[config.mk]
export PLATFORM = sky130hd
export DESIGN_NAME = keypad_scanner
export DESIGN_NICKNAME = d
export VERILOG_FILES = /design/src/rtl/keypad_pkg.sv /design/src/rtl/divisor_varredura.sv /design/src/rtl/keypad_scanner.sv
export SDC_FILE = /design/constraint.sdc
export NUM_CORES = 1
export LEC_CHECK = 0
export BUFFER_PORTS_ARGS = -buffer_cell sky130_fd_sc_hd__buf_2
export CAP_MARGIN = 20
export CORE_MARGIN = 3
export CORE_UTILIZATION = 25
export CTS_BUF_LIST = sky130_fd_sc_hd__clkbuf_2
export DETAILED_ROUTE_END_ITERATION = 12
export GPL_ROUTABILITY_DRIVEN = 0
export PLACE_DENSITY = 0.42
export SLEW_MARGIN = 20
export SYNTH_ARGS = -nofsm -noshare
export SYNTH_HDL_FRONTEND = slang
export SYNTH_SLANG_ARGS = --single-unit
[constraint.sdc]
create_clock -name clk -period 3.3 [get_ports clk]
set_input_delay 0.495 -clock clk [delete_from_list [all_inputs] [get_ports clk]]
set_output_delay 0.495 -clock clk [all_outputs]
set_load 0.02 [all_outputs]
[src/rtl/keypad_pkg.sv]
// Shared keypad types and constants: scanner FSM states, matrix size,
// and key codes that the setpoint logic recognises.
package keypad_pkg;

    localparam int COLS = 4;
    localparam int ROWS = 4;

    localparam logic [3:0] KEY_STAR = 4'hC;
    localparam logic [3:0] KEY_HASH = 4'hE;

    typedef enum logic [1:0] {
        SCAN      = 2'd0,
        DEB_PRESS = 2'd1,
        HELD      = 2'd2,
        DEB_REL   = 2'd3
    } state_t;

    // Several rows pressed at once resolve to the lowest-index active row.
    function automatic logic [1:0] lowest_row(input logic [3:0] pat);
        lowest_row = 2'd0;
        for (int i = ROWS - 1; i >= 0; i--) begin
            if (!pat[i]) lowest_row = 2'(i);
        end
    endfunction

endpackage

[src/rtl/divisor_varredura.sv]
// Scan-rate divider: one-cycle tick every CLK_DIV system clocks.
module divisor_varredura #(
    parameter int CLK_DIV = 50000
) (
    input  logic clk,
    input  logic reset,
    output logic tick
);

    localparam int W = $clog2(CLK_DIV);
    localparam logic [W-1:0] LAST = W'(CLK_DIV - 1);

    logic [W-1:0] cnt;

    always_ff @(posedge clk or negedge reset) begin
        if (!reset) begin
            cnt <= '0;
        end else if (cnt == LAST) begin
            cnt <= '0;
        end else begin
            cnt <= cnt + 1'b1;
        end
    end

    assign tick = (cnt == LAST);

endmodule

[src/rtl/keypad_scanner.sv]
// 4x4 matrix keypad reader: column scan, row synchronizer, press/release
// debounce, and a valid/ack hand-off of each accepted key code.
module keypad_scanner
    import keypad_pkg::*;
#(
    parameter int CLK_DIV  = 50000,
    parameter int DEBOUNCE = 4
) (
    input  logic       clk,
    input  logic       reset,
    input  logic [3:0] linha_tec,
    output logic [3:0] coluna_tec,
    output logic [3:0] key_code,
    output logic       key_valid,
    input  logic       key_ack,
    output logic       overrun,
    output state_t     dbg_state
);

    localparam int CW = $clog2(DEBOUNCE + 1);

    logic          tick;
    logic [3:0]    sync1, rs;
    state_t        state, state_d;
    logic [CW-1:0] cnt, cnt_d;
    logic [1:0]    col, col_d;
    logic [3:0]    pat, pat_d;
    logic          accept;
    logic [3:0]    new_code;

    divisor_varredura #(.CLK_DIV(CLK_DIV)) u_div (
        .clk   (clk),
        .reset (reset),
        .tick  (tick)
    );

    always_ff @(posedge clk or negedge reset) begin
        if (!reset) begin
            sync1 <= 4'hF;
            rs    <= 4'hF;
        end else begin
            sync1 <= linha_tec;
            rs    <= sync1;
        end
    end

    // The SCAN tick that finds a pressed row is the first matching sample.
    always_comb begin
        state_d = state;
        cnt_d   = cnt;
        col_d   = col;
        pat_d   = pat;
        accept  = 1'b0;
        if (tick) begin
            case (state)
                SCAN: begin
                    if (rs == 4'hF) begin
                        col_d = col + 2'd1;
                    end else begin
                        pat_d = rs;
                        cnt_d = CW'(1);
                        if (DEBOUNCE <= 1) begin
                            accept  = 1'b1;
                            state_d = HELD;
                        end else begin
                            state_d = DEB_PRESS;
                        end
                    end
                end
                DEB_PRESS: begin
                    if (rs != pat) begin
                        cnt_d   = '0;
                        state_d = SCAN;
                    end else begin
                        cnt_d = cnt + CW'(1);
                        if (int'(cnt) + 1 >= DEBOUNCE) begin
                            accept  = 1'b1;
                            state_d = HELD;
                        end
                    end
                end
                HELD: begin
                    if (rs == 4'hF) begin
                        cnt_d = CW'(1);
                        if (DEBOUNCE <= 1) begin
                            state_d = SCAN;
                            col_d   = col + 2'd1;
                        end else begin
                            state_d = DEB_REL;
                        end
                    end
                end
                DEB_REL: begin
                    if (rs != 4'hF) begin
                        state_d = HELD;
                    end else begin
                        cnt_d = cnt + CW'(1);
                        if (int'(cnt) + 1 >= DEBOUNCE) begin
                            cnt_d   = '0;
                            state_d = SCAN;
                            col_d   = col + 2'd1;
                        end
                    end
                end
                default: state_d = SCAN;
            endcase
        end
    end

    always_ff @(posedge clk or negedge reset) begin
        if (!reset) begin
            state      <= SCAN;
            cnt        <= '0;
            col        <= 2'd0;
            pat        <= 4'hF;
            coluna_tec <= 4'b1110;
        end else begin
            state      <= state_d;
            cnt        <= cnt_d;
            col        <= col_d;
            pat        <= pat_d;
            coluna_tec <= ~(4'b0001 << col_d);
        end
    end

    assign new_code = {lowest_row(pat_d), col};

    // Handshake: key_valid holds key_code until key_ack is sampled high; it
    // drops the next cycle. A key accepted while valid and unacked is dropped
    // and flags overrun; an ack in the accepting cycle lets the new key load.
    always_ff @(posedge clk or negedge reset) begin
        if (!reset) begin
            key_code  <= 4'h0;
            key_valid <= 1'b0;
            overrun   <= 1'b0;
        end else begin
            if (key_ack) begin
                key_valid <= 1'b0;
                overrun   <= 1'b0;
            end
            if (accept) begin
                if (!key_valid || key_ack) begin
                    key_code  <= new_code;
                    key_valid <= 1'b1;
                end else begin
                    overrun <= 1'b1;
                end
            end
        end
    end

    assign dbg_state = state;

endmodule

==> results of run 1 <==
Yosys cell counts, types with 3 or more instances:
| cell | instances | share of area |
|---|---|---|
| nand2_1 | 19 | 0.034 |
| dfstp_2 | 15 | 0.19 |
| xnor2_1 | 5 | 0.021 |
| nand2b_1 | 6 | 0.018 |
| nand3_1 | 7 | 0.017 |
| inv_1 | 9 | 0.016 |
| or3_1 | 3 | 0.0089 |
| xor2_1 | 8 | 0.033 |
| o21ai_0 | 11 | 0.026 |
| nor2_1 | 15 | 0.027 |
| dfrtp_1 | 30 | 0.36 |
| nand4_1 | 4 | 0.012 |
| mux2_4 | 4 | 0.028 |
| a21oi_1 | 8 | 0.019 |
| ha_1 | 6 | 0.036 |
report_power, final:
group | total (mW) | internal [mW] | leakage [nW] | switching [mW]
registers | 0.566 | 0.562 | 0.562 | 0.00393
logic | 0.0199 | 0.00546 | 0.444 | 0.0144
clock network | 0.225 | 0.0534 | 0.0327 | 0.172
total | 0.811 | 0.621 | 1.04 | 0.190
cell families (layout without fill, tap and decap cells):
group / count (synthesis) / after routing / synth area share
AO/OA/AOI/OAI: 35 / 35 / 0.104
XOR/XNOR: 13 / 13 / 0.0539
adder cells (fa/ha/maj): 6 / 6 / 0.0355
buffers and inverters: 12 / 36 / 0.0260
flip-flops: 45 / 45 / 0.542
multiplexers: 7 / 7 / 0.0438
AND/OR/NAND/NOR: 74 / 74 / 0.195
metrics by stage:
stage                     std cells  hold slack [ns]  total power, mW
after global routing            318           0.0536            0.852
after detailed placement        310            0.347            0.595
final                           318           0.0496            0.811
after CTS                       318            0.133            0.831
after floorplan                 192            0.199            0.578
after global placement          310            0.346            0.596
state kept, by name (all words and copies together) (netlist names):
register / count
col: 2
rs: 4
key_valid: 1
coluna_tec: 4
overrun: 1
sync1: 4
dbg_state: 2
u_div.cnt: 16
key_code: 4
pat: 4
cnt: 3
worst max-delay path: cells and delay by family (launching register included):
kind | cells | cell delay (ns)
and+or+nand+nor | 3 | 1.27
DFF | 1 | 0.45
AOI/OAI and AO/OA | 2 | 0.31
muxes | 1 | 0.27
worst paths after layout:
kind | cells past startpoint | from | slack [ns] | end
max | 6 | u_div.cnt[13] | 0.89 | key_code[3]
min | 1 | reset | 0.05 | col[1]
max reg2reg | 6 | u_div.cnt[13] | 0.89 | key_code[3]
min reg2reg | 0 | sync1[0] | 0.37 | rs[0]
max in group asynchronous | 1 | reset | 2.85 | pat[2]
min in group clk | 1 | linha_tec[0] | 0.18 | sync1[0]
area by class of cell:
| class | count | area [um2] | share of cell area |
|---|---|---|---|
| flip-flops and latches | 45 | 1140 | 0.485 |
| well taps | 102 | 128 | 0.0541 |
| clock inverters | 2 | 10.0 | 0.00424 |
| clock buffers | 6 | 30.0 | 0.0127 |
| inverters | 9 | 33.8 | 0.0143 |
| multi-input cells | 135 | 913 | 0.387 |
| repair buffers | 19 | 100 | 0.0424 |
layer usage:
metal	vias up	global-route usage	share of wire
met5	-	0	0
met4	0	0.0351	0.013
met3	4	0.0236	0.039
met2	23	0.121	0.41
met1	677	0.130	0.53
li1	709	-	-
==> results.yml, run 1 <==
outcome:
  status: "complete, no violations"
clock_network:
  ctsResizeCount: 0
  h-tree-depth: 2
  clkLatencyLatePin_ns: 0.40
  ctsHoldBuffers: 0
  cts_inserted_buffers: 5
  cts_root_buf: "clkbuf_2"
  cts_tree: "yes"
  cts_buffer_depth: 2
  postCtsSetupBuffers: 0
  cts.sinks: 45
  clk_pin_slew_ns: 0.23
detailed_routing:
  finalWirelength_mm: 3.90
  wl_per_cell_um: 12.3
  drcViolationCount: 0
  via_per_inst: 4.44
  ant_nets: 0
  num_vias: 1413
  drt_first_pass_iters: 6
  drt_iter0_markers: 53
sta:
  final.setup.worst_slack_ns: 0.894
  setup_tns_ns: 0
  worst_pin_slew_ns: 0.573
  finalSetupViolations: 0
  hold_viol: 0
  relSlewSlack: 0.618
  period_needed_ns: 2.41
  fmax_mhz: 416
  fin_crit_sh: 0.729
  drv_slew: 0
  rsz0062_at_grt: "no"
  clock_skew_ns: 0.0199
synth:
  ys_warn_count: 0
  synthCells: 192
  yosysUniqueCellTypes: 46
  syn-mean-instance-area_um2: 11.0
  seq_area_frac_synth: 0.542
  synth_nets: 205
  synth_area_um2: 2110
  yosys_register_bits: 45
  synth_edf_count: 0
  async_flop_share: 1.00
  synth_top_flop_cell: "dfrtp_1"
die:
  core_area_um2: 7970
  die_w_um: 97.9
  start_util: 0.265
  fp.dieArea_um2: 9590
  io_pins: 19
  die_h_um: 97.9
  rows: 32
layout:
  nets: 228
  final_common_cell: "dfrtp_1"
  final_layout_size_suffix_gt1_frac: 0.259
  fillerInstances: 830
  diodes: 0
  fin_util: 0.296
  area_growth_pct: 11.7
  design_area_um2: 2360
  layout_common_cells: "dfrtp_1, nand2_1, buf_2"
place:
  dp_hpwl_mm: 2.82
  pre_cts_slack_ns: 0.894
  placed_cell_area_um2: 2320
  numPortBuffers: 18
critical_path:
  path_cells: "or4b_4, nor4_4, nand3_1, o2111ai_1, o21ai_1, mux2_4"
  cp.arrival_ns: 2.72
  crit_type: "reg -> reg"
  required_ns: 3.62
  crit_fanout: 11
  critPathSlowestCell: "or4b_4"
  setup.worst_path.end_class: "flop"
  start_kind: "flop"
  slowest_delay_ns: 0.55
grt:
  grt-ovfl-total: 0
  grt_max_degree: 46
  antenna_found_initial: 0
  grt_pass1_wl_mm: 6.95
  track_usage: 0.0880
  grt_pass1_vias: 1394
flow_run:
  drv_cap: 0
hold_path:
  hold_path.class: "in -> async"
power_and_ir_drop:
  peakVddDrop_v: 0.000112
  leakage_nw: 1.04
  power_density_nw_per_um2: 344
No activity file was read; power rests on OpenSTA's default activity.
==> run 2: changes to the inputs <==
--- a/config.mk
+++ b/config.mk
@@ -5,6 +5,7 @@
 export SDC_FILE = /design/constraint.sdc
 export NUM_CORES = 1
 export LEC_CHECK = 0
+export ABC_AREA = 1
 export BUFFER_PORTS_ARGS = -buffer_cell sky130_fd_sc_hd__buf_2
 export CAP_MARGIN = 20
 export CORE_MARGIN = 3
==> constraint.sdc (replaced) <==
create_clock -name clk -period 2.4 [get_ports clk]
set_input_delay 0.36 -clock clk [delete_from_list [all_inputs] [get_ports clk]]
set_output_delay 0.36 -clock clk [all_outputs]
set_load 0.02 [all_outputs]
==> run 2 against run 1 <==
Effect of this change:
- sequential cell count did not move
- clock power increased by 94%
- utilization grew 0.56 points
- sequential power is 38% higher
- total power grew 55%
- combinational power increased by 120%
- first-iteration DRC count grew 9.4%
- cell area rose by 22%
- critical endpoint is now key_code[2]
==> results.yml, run 2 <==
detailed_routing:
  drcViolationCount: 0
  drt_first_pass_iters: 4
  drt_iter0_markers: 58
  num_vias: 1863
  wl_per_cell_um: 11.0
  via_per_inst: 4.10
  ant_nets: 0
  finalWirelength_mm: 5.00
layout:
  largest_reg_flops: 16
  final_common_cell: "nand2_1"
  final_layout_size_suffix_gt1_frac: 0.278
  design_area_um2: 2870
  nets: 336
  area_growth_pct: 14.6
  fillerInstances: 1026
  top_register: "u_div.cnt"
  fin_util: 0.302
  layout_common_cells: "nand2_1, inv_1, dfrtp_1"
critical_path:
  required_ns: 2.75
  slowest_delay_ns: 0.46
  crit_type: "reg -> reg"
  cp_common_cell: "nand2_1"
  reg2reg_slack_ns: 0.64
  start_kind: "flop"
  rr_startpoint: "dbg_state[0]"
  critPathSlowestCell: "dfrtp_1"
  setup.worst_path.end_class: "flop"
  rr_endpoint: "key_code[2]"
  path_cells: "inv_1, ha_1, inv_1, nor2_2, nand3_2, nand2_1, nand2_1, nand2_1, nand2_1, nand2_1, nand2_1"
  r2r_cells: 11
  crit_fanout: 6
  cp.arrival_ns: 2.11
synth:
  synth_nets: 306
  synthTopCellsByCount: "nand2_1, inv_1, dfrtp_1, nand3_1, nor2_1"
  synthCells: 293
  synth_area_um2: 2500
  synth_edf_count: 0
  synth_top_flop_cell: "dfrtp_1"
  synth_top_area_share: 0.300
  yosysMostFrequentCell: "nand2_1"
  syn-mean-instance-area_um2: 8.54
  synth.area.top_cells: "dfrtp_1, dfstp_2, nand2_1"
  synth_top_area_cell: "dfrtp_1"
  ys_warn_count: 0
  yosys_register_bits: 45
  yosysUniqueCellTypes: 33
  seq_area_frac_synth: 0.457
  async_flop_share: 1.00
clock_network:
  cts_inserted_buffers: 5
  cts_tree: "yes"
  cts_buffer_depth: 2
  h-tree-depth: 2
  cts_root_buf: "clkbuf_2"
  clk_pin_slew_ns: 0.23
  ctsResizeCount: 0
  cts.sinks: 45
  clkLatencyLatePin_ns: 0.44
outcome:
  status: "complete, no violations"
sta:
  hold_viol: 0
  finalSetupViolations: 0
  fmax_mhz: 568
  setup_tns_ns: 0
  whs_ns: 0.193
  fin_crit_sh: 0.734
  drv_slew: 0
  clock_skew_ns: 0.0516
  worst_pin_slew_ns: 0.594
  period_needed_ns: 1.76
  rsz0062_at_grt: "no"
  relSlewSlack: 0.604
hold_path:
  hold_start: "key_ack"
  hold_path.class: "in -> reg"
  holdPathEnd: "overrun"
  holdPathStages: 4
place:
  numPortBuffers: 18
  placed_cell_area_um2: 2750
  dp_hpwl_mm: 3.76
grt:
  grt_pass1_vias: 1821
  grt_max_degree: 46
  grt-ovfl-total: 0
  track_usage: 0.0990
  grt_pass1_wl_mm: 8.83
  antenna_found_initial: 1
die:
  core_area_um2: 9500
  fp.dieArea_um2: 11200
  rows: 35
  io_pins: 19
  start_util: 0.263
  die_h_um: 106
  die_w_um: 106
flow_run:
  drv_cap: 0
power_and_ir_drop:
  leakage_nw: 1.42
  peakVddDrop_v: 0.000165
  power_density_nw_per_um2: 439
## run 2: critical path, delay by kind of cell, from the launching register on
| kind | cells | cell delay, ns |
|---|---|---|
| buffers and inverters | 2 | 0.21 |
| AND/OR/NAND/NOR | 8 | 0.79 |
| adder cells (fa/ha/maj) | 1 | 0.23 |
| flip-flops | 1 | 0.46 |
## run 2: cell families after synthesis
family,synth area share
AND/OR/NAND/NOR,0.363
flip-flops,0.458
buffers and inverters,0.0695
AO/OA/AOI/OAI,0.0590
XOR/XNOR,0.0210
adder cells (fa/ha/maj),0.0300
## run 2: timing repair
item	4_1_cts	5_1_grt
buffers inserted	0	0
endpoints found under the hold margin	31	0
endpoints found under the setup margin	0	0
hold buffers	5	0
## run 2: area by class of cell
type,count,area [um2],share of cell area
diodes,1,2.50,0.000873
clock buffers,6,30.0,0.0105
clock inverters,2,35.0,0.0122
inverters,43,163,0.0567
multi-input cells,204,1180,0.413
flip-flops and latches,45,1140,0.399
well taps,129,161,0.0563
repair buffers,24,148,0.0515
## run 2: how the worst max path moves through the flow
stage,start,end,slack [ns]
2_1_floorplan,dbg_state[0],key_code[2],0.76
6_report,dbg_state[0],key_code[2],0.64
3_3_place_gp,dbg_state[1],key_code[3],0.69
3_5_place_dp,dbg_state[1],key_code[2],0.64
5_1_grt,dbg_state[1],dbg_state[0],0.46
4_1_cts,dbg_state[1],key_code[3],0.61
## run 2: per-layer routing
metal  vias to the layer above  GRT usage  part of all wire
met4                         0     0.0463             0.023
met1                       839      0.138              0.52
met3                         7     0.0249             0.046
li1                        976          -                 -
met5                         -          0                 0
met2                        41      0.143              0.41
## run 2: power by group
group,switching [mW],internal (mW),leakage [nW]
Sequential,0.00627,0.773,0.562
Clock,0.257,0.179,0.0430
Combinational,0.0291,0.0151,0.816
Total,0.292,0.967,1.42
## run 2: metrics by stage
step | cells | total power, mW | worst slack (ns)
4_1_cts | 453 | 1.30 | 0.611
2_1_floorplan | 293 | 0.804 | 0.757
5_1_grt | 454 | 1.33 | 0.457
6_report | 454 | 1.26 | 0.639
3_3_place_gp | 440 | 0.831 | 0.691
3_5_place_dp | 440 | 0.831 | 0.644
==> run 3: changes to the inputs <==
==> constraint.sdc (replaced) <==
create_clock -name clk -period 1.7 [get_ports clk]
set_input_delay 0.255 -clock clk [delete_from_list [all_inputs] [get_ports clk]]
set_output_delay 0.255 -clock clk [all_outputs]
set_load 0.02 [all_outputs]
==> run 3 against run 2 <==
Effect of this change:
- setup slack lost 0.58 ns
- cell area grew 7.0%
- global-route usage is 0.077 points lower
- cell count rose by 4.2%
- clock-buffer cell count up 1
- clock skew shrank 0.022 ns
- critical path depth is 2 lower
- routed wire length is 4.6% higher
- sequential power is 41% higher
- clock power rose by 3%
- sequential cell count unchanged
- critical path type unchanged
- largest power group unchanged
==> results.yml, run 3 (synthesized netlist as in run 2, its figures left out) <==
layout:
  nets: 355
  layout_common_cells: "nand2_1, inv_1, dfrtp_1"
  fillerInstances: 991
  largest_reg_flops: 16
  fin_util: 0.323
  design_area_um2: 3070
  top_register: "u_div.cnt"
  final_common_cell: "nand2_1"
  final_layout_size_suffix_gt1_frac: 0.359
  area_growth_pct: 22.6
detailed_routing:
  ant_nets: 0
  drcViolationCount: 0
  finalWirelength_mm: 5.23
  via_per_inst: 4.06
  drt_iter0_markers: 51
  wl_per_cell_um: 11.1
  num_vias: 1920
  drt_first_pass_iters: 4
place:
  pre_cts_slack_ns: 0.0244
  dp_hpwl_mm: 4.01
  placed_cell_area_um2: 2830
  numPortBuffers: 18
critical_path:
  critPathSlowestCell: "dfrtp_1"
  crit_type: "reg -> reg"
  path_cells: "ha_1, xnor2_2, nand2_1, inv_2, nor2_4, nand3_4, nor2_4, nand3_2, nand2_1"
  slowest_delay_ns: 0.45
  crit_fanout: 7
  cp.buffers_inverters: 1
  required_ns: 2.05
  cp.arrival_ns: 1.99
  crit_family: "simple AND/OR/NAND/NOR gates"
  start_kind: "flop"
  setup.worst_path.end_class: "flop"
clock_network:
  cts_tree: "yes"
  cts_buffer_depth: 2
  clkLatencyLatePin_ns: 0.40
  cts_root_buf: "clkbuf_2"
  cts_inserted_buffers: 5
  cts.sinks: 45
  clk_pin_slew_ns: 0.23
  h-tree-depth: 2
grt:
  track_usage: 0.0982
  grt-ovfl-total: 0
  grt_pass1_vias: 1821
  grt_pass1_wl_mm: 8.85
  antenna_found_initial: 1
  grt_max_degree: 22
sta:
  clock_skew_ns: 0.0298
  finalSetupViolations: 0
  whs_ns: 0.0885
  drv_slew: 0
  hold_viol: 0
  fmax_mhz: 611
  worst_pin_slew_ns: 0.423
  fin_crit_sh: 0.963
  relSlewSlack: 0.718
  period_needed_ns: 1.64
  final.setup.worst_slack_ns: 0.0624
  rsz0062_at_grt: "yes"
power_and_ir_drop:
  p_total_mw: 1.63
  peakVddDrop_v: 0.000331
  leakage_nw: 1.53
  power_density_nw_per_um2: 530
hold_path:
  hold_path.class: "in -> reg"
die:
  die_h_um: 106
  rows: 35
  die_w_um: 106
  start_util: 0.263
  fp.dieArea_um2: 11200
  io_pins: 19
  core_area_um2: 9500
outcome:
  status: "complete, no violations"
flow_run:
  drv_cap: 0
[run 3: cell count changes in the layout (fill, tap and decap cells not counted), sizes merged]
| cell | delta |
|---|---|
| bufinv | -1 |
| clkbuf | +1 |
| buf | +19 |
[run 3: what timing repair did]
action                                  4_1_cts  5_1_grt
endpoints found under the setup margin        0       17
hold endpoints to repair                      9        0
buffers inserted                              0       10
hold buffers                                  5        0
resized for setup                             0       22
[run 3: worst paths after layout]
path / slack (ns) / start / to / cells after the start
max in group asynchronous: 0.86 / reset / coluna_tec[2] / 3
max reg2reg: 0.06 / cnt[0] / key_code[3] / 9
min in group asynchronous: 0.30 / reset / key_code[3] / 2
min reg2reg: 0.37 / sync1[2] / rs[2] / 0
min: 0.09 / key_ack / overrun / 4
max: 0.06 / cnt[0] / key_code[3] / 9
[run 3: cell type report]
class / count / area (um2) / share of cell area
multi-input combinational: 204 / 1250 / 0.407
clock buffer: 7 / 35.0 / 0.0114
inverter: 43 / 163 / 0.0530
sequential: 45 / 1150 / 0.374
tap: 129 / 161 / 0.0526
timing repair buffer: 43 / 307 / 0.0999
clock inverter: 1 / 3.75 / 0.00122
antenna: 1 / 2.50 / 0.000815
[run 3: power by group]
| part | total, mW | switching, mW | internal (mW) | leakage (nW) |
|---|---|---|---|---|
| logic | 0.0797 | 0.0463 | 0.0335 | 0.941 |
| clock network | 0.447 | 0.337 | 0.110 | 0.0306 |
| registers | 1.10 | 0.00770 | 1.09 | 0.557 |
[run 3: worst min-delay path, cell delays in order]
cell	delay, ns
buf_2	0.08
inv_1	0.04
nand2_1	0.05
o21ai_0	0.06
[run 3: stage by stage]
| step | std cells | setup TNS [ns] |
|---|---|---|
| finish | 473 | 0 |
| floorplan | 293 | 0 |
| CTS | 462 | 0 |
| global placement | 449 | 0 |
| global route | 473 | -0.248 |
| detailed placement | 449 | 0 |
[run 3: metal layers]
metal	global-route usage	routed length [um]	vias to the layer above
met3	0.0176	116	2
met1	0.139	2780	876
met4	0.0361	51	0
met2	0.150	2290	21
li1	-	-	1021
met5	0	0	-
